<file path="config.mk">
export PLATFORM = sky130hd
export DESIGN_NAME = tq_mux32_scan_ctrl
export DESIGN_NICKNAME = d
export VERILOG_FILES = /design/src/rtl/tq_mux32_scan_ctrl.sv
export SDC_FILE = /design/constraint.sdc
export NUM_CORES = 1
export LEC_CHECK = 0
export ABC_AREA = 1
export BUFFER_PORTS_ARGS = -buffer_cell sky130_fd_sc_hd__buf_4
export CORE_UTILIZATION = 59
export CTS_CLUSTER_SIZE = 24
export DETAILED_ROUTE_END_ITERATION = 10
export PLACE_DENSITY = 0.93
export SLEW_MARGIN = 20
export SYNTH_ARGS = -nofsm -noshare
export SYNTH_HDL_FRONTEND = slang
export SYNTH_SLANG_ARGS = --single-unit
</file>
<file path="constraint.sdc">
create_clock -name clk -period 2.7 [get_ports clk]
set_input_delay 0.135 -clock clk [delete_from_list [all_inputs] [get_ports clk]]
set_output_delay 0.135 -clock clk [all_outputs]
set_load 0.03 [all_outputs]
</file>
<file path="src/rtl/tq_mux32_scan_ctrl.sv">
`default_nettype none
// ============================================================================
// Module      : tq_mux32_scan_ctrl
// Description : Raster scan sequencer driving the 32:1 TQ coefficient mux
//               (column select, row index, row/block markers, done pulse).
// Revision    : 1.0 - initial release
// ============================================================================
module tq_mux32_scan_ctrl #(
  parameter int AW = 5
) (
  input  logic          clk,
  input  logic          rst_n,
  input  logic          start_i,
  input  logic [1:0]    size_i,
  input  logic          flush_i,
  input  logic          ready_i,
  output logic [AW-1:0] add_o,
  output logic [AW-1:0] row_o,
  output logic          valid_o,
  output logic          last_col_o,
  output logic          last_o,
  output logic          busy_o,
  output logic          done_o
);

  localparam logic [1:0] S_IDLE = 2'd0;
  localparam logic [1:0] S_RUN  = 2'd1;
  localparam logic [1:0] S_DONE = 2'd2;

  logic [1:0]    r_state;
  logic [1:0]    r_size;
  logic [AW-1:0] r_col;
  logic [AW-1:0] r_row;
  logic          r_valid;
  logic          r_last_col;
  logic          r_last;

  logic [AW-1:0] w_lim;
  logic          w_fire;
  logic          w_col_end;
  logic          w_row_end;
  logic [AW-1:0] w_col_nxt;
  logic [AW-1:0] w_row_nxt;

  // Highest legal index for the latched transform size: N-1 = (4 << size) - 1.
  assign w_lim     = AW'((32'd4 << r_size) - 32'd1);
  assign w_fire    = r_valid & ready_i;
  assign w_col_end = (r_col == w_lim);
  assign w_row_end = (r_row == w_lim);

  always_comb begin
    w_col_nxt = r_col + AW'(1);
    w_row_nxt = r_row;
    if (w_col_end) begin
      w_col_nxt = '0;
      w_row_nxt = r_row + AW'(1);
    end
  end

  always_ff @(posedge clk or negedge rst_n) begin
    if (!rst_n) begin
      r_state    <= S_IDLE;
      r_size     <= 2'd0;
      r_col      <= '0;
      r_row      <= '0;
      r_valid    <= 1'b0;
      r_last_col <= 1'b0;
      r_last     <= 1'b0;
    end else if (flush_i) begin
      r_state    <= S_IDLE;
      r_col      <= '0;
      r_row      <= '0;
      r_valid    <= 1'b0;
      r_last_col <= 1'b0;
      r_last     <= 1'b0;
    end else begin
      case (r_state)
        S_IDLE: begin
          if (start_i) begin
            r_state    <= S_RUN;
            r_size     <= size_i;
            r_col      <= '0;
            r_row      <= '0;
            r_valid    <= 1'b1;
            // Smallest block is 4 wide, so the first sample is never a row end.
            r_last_col <= 1'b0;
            r_last     <= 1'b0;
          end
        end
        S_RUN: begin
          if (w_fire) begin
            if (w_col_end && w_row_end) begin
              r_state    <= S_DONE;
              r_col      <= '0;
              r_row      <= '0;
              r_valid    <= 1'b0;
              r_last_col <= 1'b0;
              r_last     <= 1'b0;
            end else begin
              r_col      <= w_col_nxt;
              r_row      <= w_row_nxt;
              r_last_col <= (w_col_nxt == w_lim);
              r_last     <= (w_col_nxt == w_lim) && (w_row_nxt == w_lim);
            end
          end
        end
        S_DONE: begin
          r_state <= S_IDLE;
        end
        default: begin
          r_state <= S_IDLE;
        end
      endcase
    end
  end

  assign add_o      = r_col;
  assign row_o      = r_row;
  assign valid_o    = r_valid;
  assign last_col_o = r_last_col;
  assign last_o     = r_last;
  assign busy_o     = (r_state == S_RUN) || (r_state == S_DONE);
  assign done_o     = (r_state == S_DONE);

endmodule
`default_nettype wire

</file>
# [Word-level counts from Yosys, hierarchy flattened]
# Index checks and enable logic that the tools add are counted.
[totals] out_inout_bits=15 wordCells=61 ff_bits=17 inputBits=7
[op_classes] n_reduce_logical=9 muxes=30 eq_ne=9 add_sub_neg=3 shifts=1 bitwise=2
[ops] cell="5-bit 2-to-1 mux" n=9
[ops] cell="5-bit equality test" n=4
[ops] cell="5-bit case mux with 2 select lines" n=2
[ops] cell="1-bit 2-to-1 mux" n=11
[ops] cell="5-bit by 1-bit adder with 5-bit output, second input constant" n=2
[ops] cell="3-bit != test, second input constant" n=3
[ops] cell="3-bit AND reduction" n=3
[ops] cell="2-bit 2-to-1 mux" n=4
[ops] cell="1-bit case mux with 2 select lines" n=3
[ops] cell="3-bit by 2-bit << shifter with 5-bit output, first input constant" n=1
[ops] cell="5-bit by 1-bit subtractor with 5-bit output, second input constant" n=1
[ops] cell="2-bit case mux with 2 select lines" n=1
[ops] cell="4-bit AND reduction" n=1
[ops] cell="3-bit nonzero test" n=1
[ops] cell="2-bit by 1-bit equality test with 1-bit output, second input constant" n=1
[ops] cell="2-bit equality test, second input constant" n=1
[ops] cell="1-bit logical AND" n=2
[ops] cell="2-bit zero test" n=1
[ops] cell="1-bit bitwise AND" n=1
[ops] cell="1-bit logical OR" n=1
[ops] cell="1-bit inverter" n=1

# [Logic depth before layout (Yosys ltp)]
# Gate-level depths: netlist of run 1.
[logic_depth] depth_word=10 mapped_depth=13 depth_no_buf=13

# [Least setup slack after synthesis of run 1]
# No wires, ideal clock.
[synth_path] kind="register to register" start="register r_col[1], in the netlist add_o[1]" end="register r_valid, in the netlist valid_o" synth_period_minus_slack_ns=1.819 setup_slack_ns=0.881 path_stages_with_launch=11 required_time_ns=2.581 t_arrival_ns=1.700 path_buffers=0 setup_time_ns=0.119 path_cell_list="dfrtp_1 -> ha_1 -> nand2_1 -> nor2_2 -> nand3_4 -> nor2_4 -> nor2_4 -> nor2_4 -> o21ai_2 -> nand2_1 -> o21ai_2"
[synth_between] elab_chain_cells=4
[synth_lines] element="from (decl)" line="32" source="logic [AW-1:0] r_col;"
[synth_lines] element="from (signal assigned)" line="100" source="r_col <= w_col_nxt;"
[synth_lines] element="5-bit equality test" line="48" source="assign w_col_end = (r_col == w_lim);"
[synth_lines] element="1-bit logical AND" line="92" source="if (w_col_end && w_row_end) begin"
[synth_lines] element="3-bit != test (no source line)"
[synth_lines] element="4-bit AND reduction (no source line)"
[synth_lines] element="to (signal assigned)" line="66" source="r_valid <= 1'b0;"
[synth_lines] element="to (signal assigned)" line="84" source="r_valid <= 1'b1;"
[synth_lines] element="to (signal assigned)" line="96" source="r_valid <= 1'b0;"
[synth_lines] element="to (decl)" line="34" source="logic r_valid;"
# No other way between the ends.
# A chain may end at the register's enable or synchronous reset.

# [Worst setup path after layout of run 1]
[layout_path] start="register r_state[0]" end="register r_col[1], in the netlist add_o[1]"
[layout_between] elab_chain_cells=3 elab_cells_between_ends=8 cone_classes="3 x eq/ne; 2 x mux; 3 x reduce/logical"
[layout_lines] element="from (decl)" line="30" source="logic [1:0] r_state;"
[layout_lines] element="from (signal assigned)" line="62" source="r_state <= S_IDLE;"
[layout_lines] element="from (signal assigned)" line="70" source="r_state <= S_IDLE;"
[layout_lines] element="from (signal assigned)" line="80" source="r_state <= S_RUN;"
[layout_lines] element="2-bit by 1-bit equality test with 1-bit output / 2-bit zero test (equally long branches)" line="77" source="case (r_state)"
[layout_lines] element="3-bit != test (no source line), or another cell as far along"
[layout_lines] element="3-bit AND reduction (no source line) / 5-bit 2-to-1 mux (equally long branches)"
# Parallel ways exist; a longest one is shown, timed or not.

==> out/qor.yml, run 1 <==
status:
  status: "complete, no violations"
synthesis:
  top_post_synthesis_cells_by_area: "sky130_fd_sc_hd__dfrtp_1, sky130_fd_sc_hd__nand2_1, sky130_fd_sc_hd__ha_1"
  net_count_after_synthesis: 182
  synth_enable_flop_cells: 0
  synth-seq-area-share_pct: 34.3
  synthArstFlopShare_pct: 100
  yosys.area_share.simple_pct: 36.7
  synth_largest_type_area_fraction_pct: 34.3
  yosys.area_share.adder_pct: 7.07
  synth_cell_types: 22
  synth_xor_xnor_area_share_pct: 4.24
  synth_compound_area_share_pct: 8.89
  synth.cell_area_um2: 1240
  ys_warn_count: 0
  synthMuxAreaShare_pct: 0
  netlist.top_cell.by_area: "sky130_fd_sc_hd__dfrtp_1"
  dominantRegCellSynth: "sky130_fd_sc_hd__dfrtp_1"
  main_combinational_cell_family_by_area_after_synthesis: "simple AND/OR/NAND/NOR gates"
  synth.avg_cell_area_um2: 7.37
  synthCells: 168
  synth-seq-cells: 17
global_routing:
  antenna_found_initial: 0
  grt.overflow.total: 0
  global_route.usage.total_pct: 27.6
  grt_pass1_wl_um: 4370
  vias_in_the_first_global_route: 1056
  grt_max_degree: 18
worst_setup_path:
  crit_path_max_fanout: 10
  setup.worst_path.class: "reg -> reg"
  cp_data_required_time_ns: 2.89
  worst_r2r_path_depth: 7
  setup_crit_start_kind: "register"
  arrival_time_of_the_worst_setup_path_ns: 2.26
  crit-reg2reg-capture: "add_o[1]$_DFFE_PN0P_"
  reg2reg_from: "r_state[0]$_DFFE_PN0P_"
  regToRegSetupSlack_ns: 0.62
  worst_setup_path_end_kind: "register"
power:
  leakagePower_nw: 0.730
  netSwitchingPower_mw: 0.524
  power_per_cell_area_nw_per_um2: 725
  power_report.internal_total_mw: 0.531
  totalPowerFinal_mw: 1.05
  combinationalPowerShare_pct: 52.9
  vdd_drop_max_v: 0.000785
  share_clk_of_total_power_pct: 13.4
  pwr-share-seq_pct: 33.7
  switching_share_pct: 49.7
routing:
  vias_per_cell: 5.32
  routed-via-count: 1170
  route.top_layer_used: "met4"
  drc: 0
  met3_length_um: 154
  route.layer.met1.wl_um: 1140
  routed-wl-met2_um: 1410
  drtIter0Drc: 27
  route.antenna.remaining_nets: 0
  drt_wirelength_um: 2740
  average_routed_wire_per_standard_cell_um: 12.5
  detail_route.first_pass.iterations: 4
hold_path:
  min_to: "r_size[0]$_DFFE_PN0P_"
  hold_path_depth: 3
  min-delay-start: "size_i[0]"
  holdCritPathClass: "in -> reg"
clocking:
  postCtsSetupRepairBufs: 0
  clock_h_tree_levels: 1
  insertion_delay_ns: 0.30
  tritoncts: "yes"
  cts_root_buffer: "sky130_fd_sc_hd__clkbuf_4"
  clock_sinks: 17
  clockBufferDepth: 2
  numCtsBuffers: 3
  cts.clk_slew.worst_paths_ns: 0.10
layout:
  layout_common_cells: "sky130_fd_sc_hd__nand2_1, sky130_fd_sc_hd__inv_1, sky130_fd_sc_hd__buf_4"
  antenna_cells: 0
  nNetsFinal: 208
  layout_commonest_cell: "sky130_fd_sc_hd__nand2_1"
  post_route_cells_drive_above_1_share_pct: 21.8
  syn2layout_area_growth_pct: 17.5
die:
  std_cell_rows: 16
  start_util_pct: 63.1
  pin_count: 22
  fp.coreArea_um2: 1960
  die-area_um2: 2290
  dieHeight_um: 47.8
  die_w_um: 47.8
sta:
  report.final.hold_viol_count: 0
  tightest_slew_ns: 0.482
  max_freq_mhz: 481
  post_route_minimum_period_ns: 2.08
  rsz0062_at_grt: "false"
  timing_max_transition_violations_final: 0
  setup_violations: 0
  maxSlewHeadroom_pct: 67.8
  setup-tns-final_ns: 0
  finalClockSkew_ns: 0.00691
  layout_worst_path_cycle_share_pct: 77.0
flow_run:
  max_cap_violations: 0
placement:
  place_congestion: 0.945
  port_buffers: 21
  dp_hpwl_um: 2110
-- critical path, stage by stage (launching register included) --
cell	delay, ns
sky130_fd_sc_hd__dfrtp_1	0.39
sky130_fd_sc_hd__inv_1	0.09
sky130_fd_sc_hd__ha_1	0.27
sky130_fd_sc_hd__nand2_1	0.09
sky130_fd_sc_hd__nand2_1	0.14
sky130_fd_sc_hd__nor2_2	0.42
sky130_fd_sc_hd__inv_1	0.22
sky130_fd_sc_hd__o41ai_1	0.36
-- stage by stage --
step	std cells	hold slack [ns]	setup slack, ns	area (µm²)	utilization [%]
4_1_cts	220	0.0926	0.612	1460	74.2
3_3_place_gp	215	0.00885	0.771	1420	72.3
3_5_place_dp	215	0.0140	0.642	1420	72.3
2_1_floorplan	168	-0.161	0.881	1240	-
6_report	220	0.0919	0.621	1460	74.2
5_1_grt	220	0.122	0.444	1460	74.2
-- timing repair --
action	CTS	global route
hold buffers	1	0
gates resized for setup	0	0
hold endpoints to repair	17	0
-- power by group through the flow --
| stage | registers (mW) | logic (mW) | clock network, mW |
|---|---|---|---|
| 2_1_floorplan | 0.364 | 0.412 | 0 |
| 3_3_place_gp | 0.355 | 0.531 | 0 |
| 3_5_place_dp | 0.360 | 0.553 | 0 |
| 4_1_cts | 0.355 | 0.557 | 0.141 |
| 5_1_grt | 0.363 | 0.622 | 0.155 |
| 6_report | 0.355 | 0.558 | 0.141 |
-- area by class of cell --
type,count,area (µm²)
clock buffer,4,26.3
fill,166,507
inverter,26,97.6
multi-input combinational,124,704
sequential,17,425
tap,27,33.8
timing repair buffer,22,168
-- layer usage --
metal / vias up / GRT usage [%]
met5: - / 0
met4: 0 / 10.0
met1: 534 / 32.8
met2: 39 / 48.9
li1: 589 / -
met3: 8 / 5.66
-- kinds of logic (layout without fill, tap and decap cells) --
| kind of cell | Yosys count | after routing |
|---|---|---|
| buf+inv | 27 | 52 |
| flops | 17 | 17 |
| simple gates | 94 | 94 |
| compound gates | 17 | 17 |
| xor+xnor | 6 | 6 |
| fa+ha+maj | 7 | 7 |
-- worst max path at each step --
stage | slack (ns) | start | to
after floorplan | 0.88 | add_o[1]$_DFFE_PN0P_ | valid_o$_DFFE_PN0P_
after detailed placement | 0.64 | r_state[0]$_DFFE_PN0P_ | add_o[1]$_DFFE_PN0P_
after CTS | 0.61 | r_state[0]$_DFFE_PN0P_ | add_o[1]$_DFFE_PN0P_
after global placement | 0.77 | r_state[1]$_DFFE_PN0P_ | add_o[1]$_DFFE_PN0P_
after global routing | 0.44 | r_state[0]$_DFFE_PN0P_ | add_o[1]$_DFFE_PN0P_
final | 0.62 | r_state[0]$_DFFE_PN0P_ | add_o[1]$_DFFE_PN0P_
-- Yosys cell counts (4+ instances only) --
| library cell | number |
|---|---|
| sky130_fd_sc_hd__nand2_2 | 4 |
| sky130_fd_sc_hd__nand2_1 | 43 |
| sky130_fd_sc_hd__nor2_1 | 20 |
| sky130_fd_sc_hd__ha_1 | 7 |
| sky130_fd_sc_hd__xor2_1 | 6 |
| sky130_fd_sc_hd__nand3_1 | 15 |
| sky130_fd_sc_hd__dfrtp_1 | 17 |
| sky130_fd_sc_hd__nor2_4 | 6 |
| sky130_fd_sc_hd__inv_1 | 23 |
| sky130_fd_sc_hd__o21ai_0 | 4 |
| sky130_fd_sc_hd__o22ai_1 | 5 |
-- state kept, by name (all words and copies together), names as in the netlist --
register	count
r_state	2
last_col_o	1
last_o	1
row_o	5
r_size	2
valid_o	1
add_o	5
No activity file was read; power rests on OpenSTA's default activity.
==> run 2: changes to the inputs <==
--- a/config.mk
+++ b/config.mk
@@ -7,10 +7,10 @@
 export LEC_CHECK = 0
 export ABC_AREA = 1
 export BUFFER_PORTS_ARGS = -buffer_cell sky130_fd_sc_hd__buf_4
-export CORE_UTILIZATION = 59
+export CORE_UTILIZATION = 49
 export CTS_CLUSTER_SIZE = 24
 export DETAILED_ROUTE_END_ITERATION = 10
-export PLACE_DENSITY = 0.93
+export PLACE_DENSITY = 0.83
 export SLEW_MARGIN = 20
 export SYNTH_ARGS = -nofsm -noshare
 export SYNTH_HDL_FRONTEND = slang
==> constraint.sdc (replaced) <==
create_clock -name clk -period 1.7 [get_ports clk]
set_input_delay 0.085 -clock clk [delete_from_list [all_inputs] [get_ports clk]]
set_output_delay 0.085 -clock clk [all_outputs]
set_load 0.03 [all_outputs]
==> out/qor.yml, run 2 (synthesis results as in run 1) <==
worst_setup_path:
  setup_crit_start_kind: "register"
  arrival_time_of_the_worst_setup_path_ns: 1.95
  crit_path_max_fanout: 3
  worst_setup_path_end_kind: "register"
  cp_data_required_time_ns: 1.94
  crit_path_top_delay_cell: "sky130_fd_sc_hd__dfrtp_2"
  worst_path_most_repeated_cell: "sky130_fd_sc_hd__nand3_1"
  crit_path_max_incr_delay_ns: 0.45
  setup.worst_path.class: "reg -> reg"
  ordered_list_of_cells_on_the_worst_path: "ha_4 > nand3_1 > xor2_1 > nand3b_1 > nand3_1 > nor2_4 > nand3_1 > nand2_1"
clocking:
  cts_root_buffer: "sky130_fd_sc_hd__clkbuf_4"
  clock_h_tree_levels: 1
  insertion_delay_ns: 0.29
  clockBufferDepth: 2
  clock_sinks: 17
  numCtsBuffers: 3
  tritoncts: "yes"
  cts.clk_slew.worst_paths_ns: 0.10
die:
  dieHeight_um: 52.3
  fp.coreArea_um2: 2300
  pin_count: 22
  start_util_pct: 53.9
  die_w_um: 52.3
  die-area_um2: 2730
  std_cell_rows: 17
sta:
  final.hold.worst_slack_ns: 0.0592
  tightest_slew_ns: 0.318
  rsz0062_at_grt: "true"
  maxSlewHeadroom_pct: 78.7
  post_route_minimum_period_ns: 1.72
  finalClockSkew_ns: 0.00268
  max_freq_mhz: 582
  setup_violations: 1
  setup-tns-final_ns: -0.0174
  report.final.hold_viol_count: 0
  layout_worst_path_cycle_share_pct: 101
  postLayoutSetupSlackWorst_ns: -0.0174
  timing_max_transition_violations_final: 0
layout:
  post_route_cells_drive_above_1_share_pct: 35.9
  stdcell_count: 234
  antenna_cells: 0
  design_area_um2: 1640
  layout_commonest_cell: "sky130_fd_sc_hd__nand2_1"
  nNetsFinal: 221
  fillerInstances: 175
  syn2layout_area_growth_pct: 32.3
  layout_common_cells: "sky130_fd_sc_hd__nand2_1, sky130_fd_sc_hd__buf_4, sky130_fd_sc_hd__inv_1"
routing:
  drt_wirelength_um: 3100
  routed-via-count: 1245
  detail_route.first_pass.iterations: 4
  average_routed_wire_per_standard_cell_um: 13.2
  drtIter0Drc: 39
  vias_per_cell: 5.32
  drc: 0
  route.antenna.remaining_nets: 0
status:
  failed_checks: "setup timing"
  status: "finished, violations left"
global_routing:
  grt.overflow.total: 0
  global_route.usage.total_pct: 24.3
  antenna_found_initial: 0
  grt_max_degree: 18
  grt_pass1_wl_um: 4800
  vias_in_the_first_global_route: 1084
power:
  leakagePower_nw: 0.793
  pwr-share-seq_pct: 30.5
  combinationalPowerShare_pct: 57.7
  vdd_drop_max_v: 0.00113
  power_report.internal_total_mw: 0.968
  netSwitchingPower_mw: 0.909
  power_per_cell_area_nw_per_um2: 1150
  share_clk_of_total_power_pct: 11.8
  switching_share_pct: 48.4
placement:
  placement.setup.worst_slack_ns: -0.00559
  dp_hpwl_um: 2240
  port_buffers: 21
  detailed_place.area_um2: 1480
  post-place-cells: 222
  place_congestion: 0.866
hold_path:
  holdCritPathClass: "in -> reg"
flow_run:
  max_cap_violations: 0
## run 2: cell types whose count changed in the layout (fill, tap and decap cells not counted), sizes merged
cell | previous run | this run
buf | 21 | 33
nand3 | 16 | 17
## run 2: final cells by class
class                   instances  area (µm²)  area share [%]
flip-flops and latches         17         432            26.3
repair buffers                 34         258            15.7
well taps                      28        35.0            2.14
clock buffers                   4        26.3            1.60
inverters                      26         100            6.11
multi-input cells             125         788            48.1
## run 2: timing repair
item | 4_1_cts | 5_1_grt
setup endpoints to repair | 4 | 13
hold buffers | 1 | 0
buffers inserted | 1 | 5
pin swaps | 1 | 11
hold endpoints to repair | 17 | 0
cloned | 0 | 1
resized for setup | 3 | 17
## run 2: final timing paths
path / startpoint / endpoint / slack, ns / cells after the start
max in group asynchronous: rst_n / add_o[1]$_DFFE_PN0P_ / 1.32 / 2
worst max-delay path: add_o[0]$_DFFE_PN0P_ / last_o$_DFFE_PN0P_ / -0.02 / 8
worst max register to register: add_o[0]$_DFFE_PN0P_ / last_o$_DFFE_PN0P_ / -0.02 / 8
worst min register to register: last_o$_DFFE_PN0P_ / last_o$_DFFE_PN0P_ / 0.50 / 2
min in group asynchronous: rst_n / add_o[2]$_DFFE_PN0P_ / 0.18 / 2
worst min-delay path: size_i[0] / r_size[0]$_DFFE_PN0P_ / 0.06 / 3
## run 2: per-stage QoR
stage                     total power, mW  utilization [%]
final                                1.88             71.4
after global placement               1.49             64.2
after CTS                            1.77             66.4
after floorplan                      1.24                -
after global routing                 2.02             71.4
after detailed placement             1.52             64.2
## run 2: per-layer routing
layer  vias up  global-route usage [%]  part of all wire, %
li1        607                       -                    -
met1       591                    29.9                   42
met2        42                    43.5                   52
met3         5                    3.48                  5.0
met4         0                    6.58                 0.94
met5         -                       0                    0
## run 2: power groups by stage
stage | clock network [mW] | logic, mW | registers, mW
floorplan | 0 | 0.659 | 0.583
global placement | 0 | 0.936 | 0.556
detailed placement | 0 | 0.963 | 0.560
CTS | 0.232 | 0.981 | 0.556
global route | 0.249 | 1.19 | 0.582
finish | 0.222 | 1.08 | 0.572
## run 2: critical path, delay by kind of cell (launching register included)
kind / cells / cell delay, ns
and+or+nand+nor: 6 / 0.72
DFF: 1 / 0.45
xor gates and xnor gates: 1 / 0.30
adders and majority gates: 1 / 0.18
==> run 3: changes to the inputs <==
--- a/config.mk
+++ b/config.mk
@@ -11,6 +11,7 @@
 export CTS_CLUSTER_SIZE = 24
 export DETAILED_ROUTE_END_ITERATION = 10
 export PLACE_DENSITY = 0.83
+export SETUP_SLACK_MARGIN = 0.1
 export SLEW_MARGIN = 20
 export SYNTH_ARGS = -nofsm -noshare
 export SYNTH_HDL_FRONTEND = slang
==> out/qor.yml, run 3 (synthesis results as in run 1) <==
placement:
  post-place-cells: 222
  place_congestion: 0.892
  dp_hpwl_um: 2240
  port_buffers: 21
  placement.setup.worst_slack_ns: -0.0562
  detailed_place.area_um2: 1490
clocking:
  insertion_delay_ns: 0.29
  clock_sinks: 17
  cts.clk_slew.worst_paths_ns: 0.10
  cts_root_buffer: "sky130_fd_sc_hd__clkbuf_4"
  clockBufferDepth: 2
  tritoncts: "yes"
  clock_h_tree_levels: 1
  numCtsBuffers: 3
power:
  vdd_drop_max_v: 0.00126
  leakagePower_nw: 0.878
  totalPowerFinal_mw: 2.22
  power_per_cell_area_nw_per_um2: 1190
status:
  status: "finished, violations left"
  failed_checks: "setup timing"
hold_path:
  holdCritPathClass: "in -> reg"
  hold_path_depth: 3
die:
  dieHeight_um: 52.3
  start_util_pct: 53.9
  pin_count: 22
  fp.coreArea_um2: 2300
  die-area_um2: 2730
  std_cell_rows: 17
  die_w_um: 52.3
routing:
  route.antenna.remaining_nets: 0
  vias_per_cell: 5.53
  detail_route.first_pass.iterations: 4
  routed-via-count: 1371
  average_routed_wire_per_standard_cell_um: 15.6
  drt_wirelength_um: 3880
  drc: 0
  drtIter0Drc: 36
layout:
  multiInputGateArea_um2: 893
  stdcell_count: 248
  sequential_cell_area_um2: 434
  post_route_cells_drive_above_1_share_pct: 50.0
  syn2layout_area_growth_pct: 49.7
  design_area_um2: 1850
  antenna_cells: 0
  layout_common_cells: "sky130_fd_sc_hd__buf_4, sky130_fd_sc_hd__nand2_1, sky130_fd_sc_hd__inv_1"
  layout.core_utilization_pct: 80.7
  layout_commonest_cell: "sky130_fd_sc_hd__buf_4"
  fillerInstances: 146
  nNetsFinal: 235
sta:
  tightest_slew_ns: 0.238
  setup_violations: 5
  final.hold.worst_slack_ns: 0.0422
  maxSlewHeadroom_pct: 84.1
  max_freq_mhz: 566
  finalClockSkew_ns: 0.00131
  rsz0062_at_grt: "true"
  setup-tns-final_ns: -0.158
  postLayoutSetupSlackWorst_ns: -0.0659
  report.final.hold_viol_count: 0
  layout_worst_path_cycle_share_pct: 104
  timing_max_transition_violations_final: 0
  post_route_minimum_period_ns: 1.77
worst_setup_path:
  setup.worst_path.class: "reg -> reg"
  setup_crit_start_kind: "register"
  arrival_time_of_the_worst_setup_path_ns: 1.98
  crit_path_max_fanout: 6
  worst_r2r_path_depth: 11
  worst_setup_path_end_kind: "register"
  cp_data_required_time_ns: 1.91
flow_run:
  max_cap_violations: 0
global_routing:
  grt_pass1_wl_um: 5850
  grt.overflow.total: 0
  global_route.usage.total_pct: 29.9
  vias_in_the_first_global_route: 1293
  grt_max_degree: 18
  antenna_found_initial: 0
[run 3: changes by cell type in the layout (fill, tap and decap cells not counted), moves of 3 or more]
cell	change
sky130_fd_sc_hd__nand2_4	+3
sky130_fd_sc_hd__buf_4	+14
sky130_fd_sc_hd__nor2_1	-6
sky130_fd_sc_hd__inv_2	+4
sky130_fd_sc_hd__nand2_1	-4
sky130_fd_sc_hd__inv_1	-5
sky130_fd_sc_hd__nor2_4	+4
[run 3: area by class of cell]
type	count	area share [%]
clock buffers	4	1.42
inverters	26	5.53
flip-flops and latches	17	23.4
well taps	28	1.89
multi-input cells	125	48.2
repair buffers	48	19.6
[run 3: report_power, final]
part           leakage (nW)  switching [mW]  internal, mW
registers             0.218           0.124         0.481
clock network        0.0150           0.136        0.0914
logic                 0.645           0.831         0.552
total                 0.878            1.09          1.12
[run 3: worst max-delay path, stage by stage, from the launching register on]
cell	delay, ns
sky130_fd_sc_hd__dfrtp_2	0.51
sky130_fd_sc_hd__inv_4	0.08
sky130_fd_sc_hd__nand2_2	0.07
sky130_fd_sc_hd__nand2_2	0.06
sky130_fd_sc_hd__nor2_4	0.15
sky130_fd_sc_hd__nand3_4	0.17
sky130_fd_sc_hd__nor2_4	0.17
sky130_fd_sc_hd__nor2_4	0.07
sky130_fd_sc_hd__nor2_4	0.12
sky130_fd_sc_hd__buf_4	0.14
sky130_fd_sc_hd__nand2_1	0.06
sky130_fd_sc_hd__o21ai_0	0.09
[run 3: per-layer routing]
metal	vias to the layer above	part of all wire, %	track usage, %
li1	642	-	-
met1	661	40	33.9
met2	56	52	53.0
met3	12	5.3	4.35
met4	0	3.2	16.2
met5	-	0	0
[run 3: final timing paths]
kind	endpoint	from	slack, ns
worst min register to register	last_col_o$_DFFE_PN0P_	last_col_o$_DFFE_PN0P_	0.51
worst max register to register	r_state[1]$_DFFE_PN0P_	r_size[1]$_DFFE_PN0P_	-0.07
max in group asynchronous	row_o[0]$_DFFE_PN0P_	rst_n	1.30
worst min-delay path	r_size[0]$_DFFE_PN0P_	size_i[0]	0.04
min in group asynchronous	add_o[4]$_DFFE_PN0P_	rst_n	0.18
worst max-delay path	r_state[1]$_DFFE_PN0P_	r_size[1]$_DFFE_PN0P_	-0.07
[run 3: repair_timing]
item	in CTS	in global routing
buffers inserted	12	8
hold buffers	1	0
endpoints found under the setup margin	15	15
hold endpoints to repair	17	0
gates cloned	1	0
pin swaps	11	16
gates resized for setup	20	30
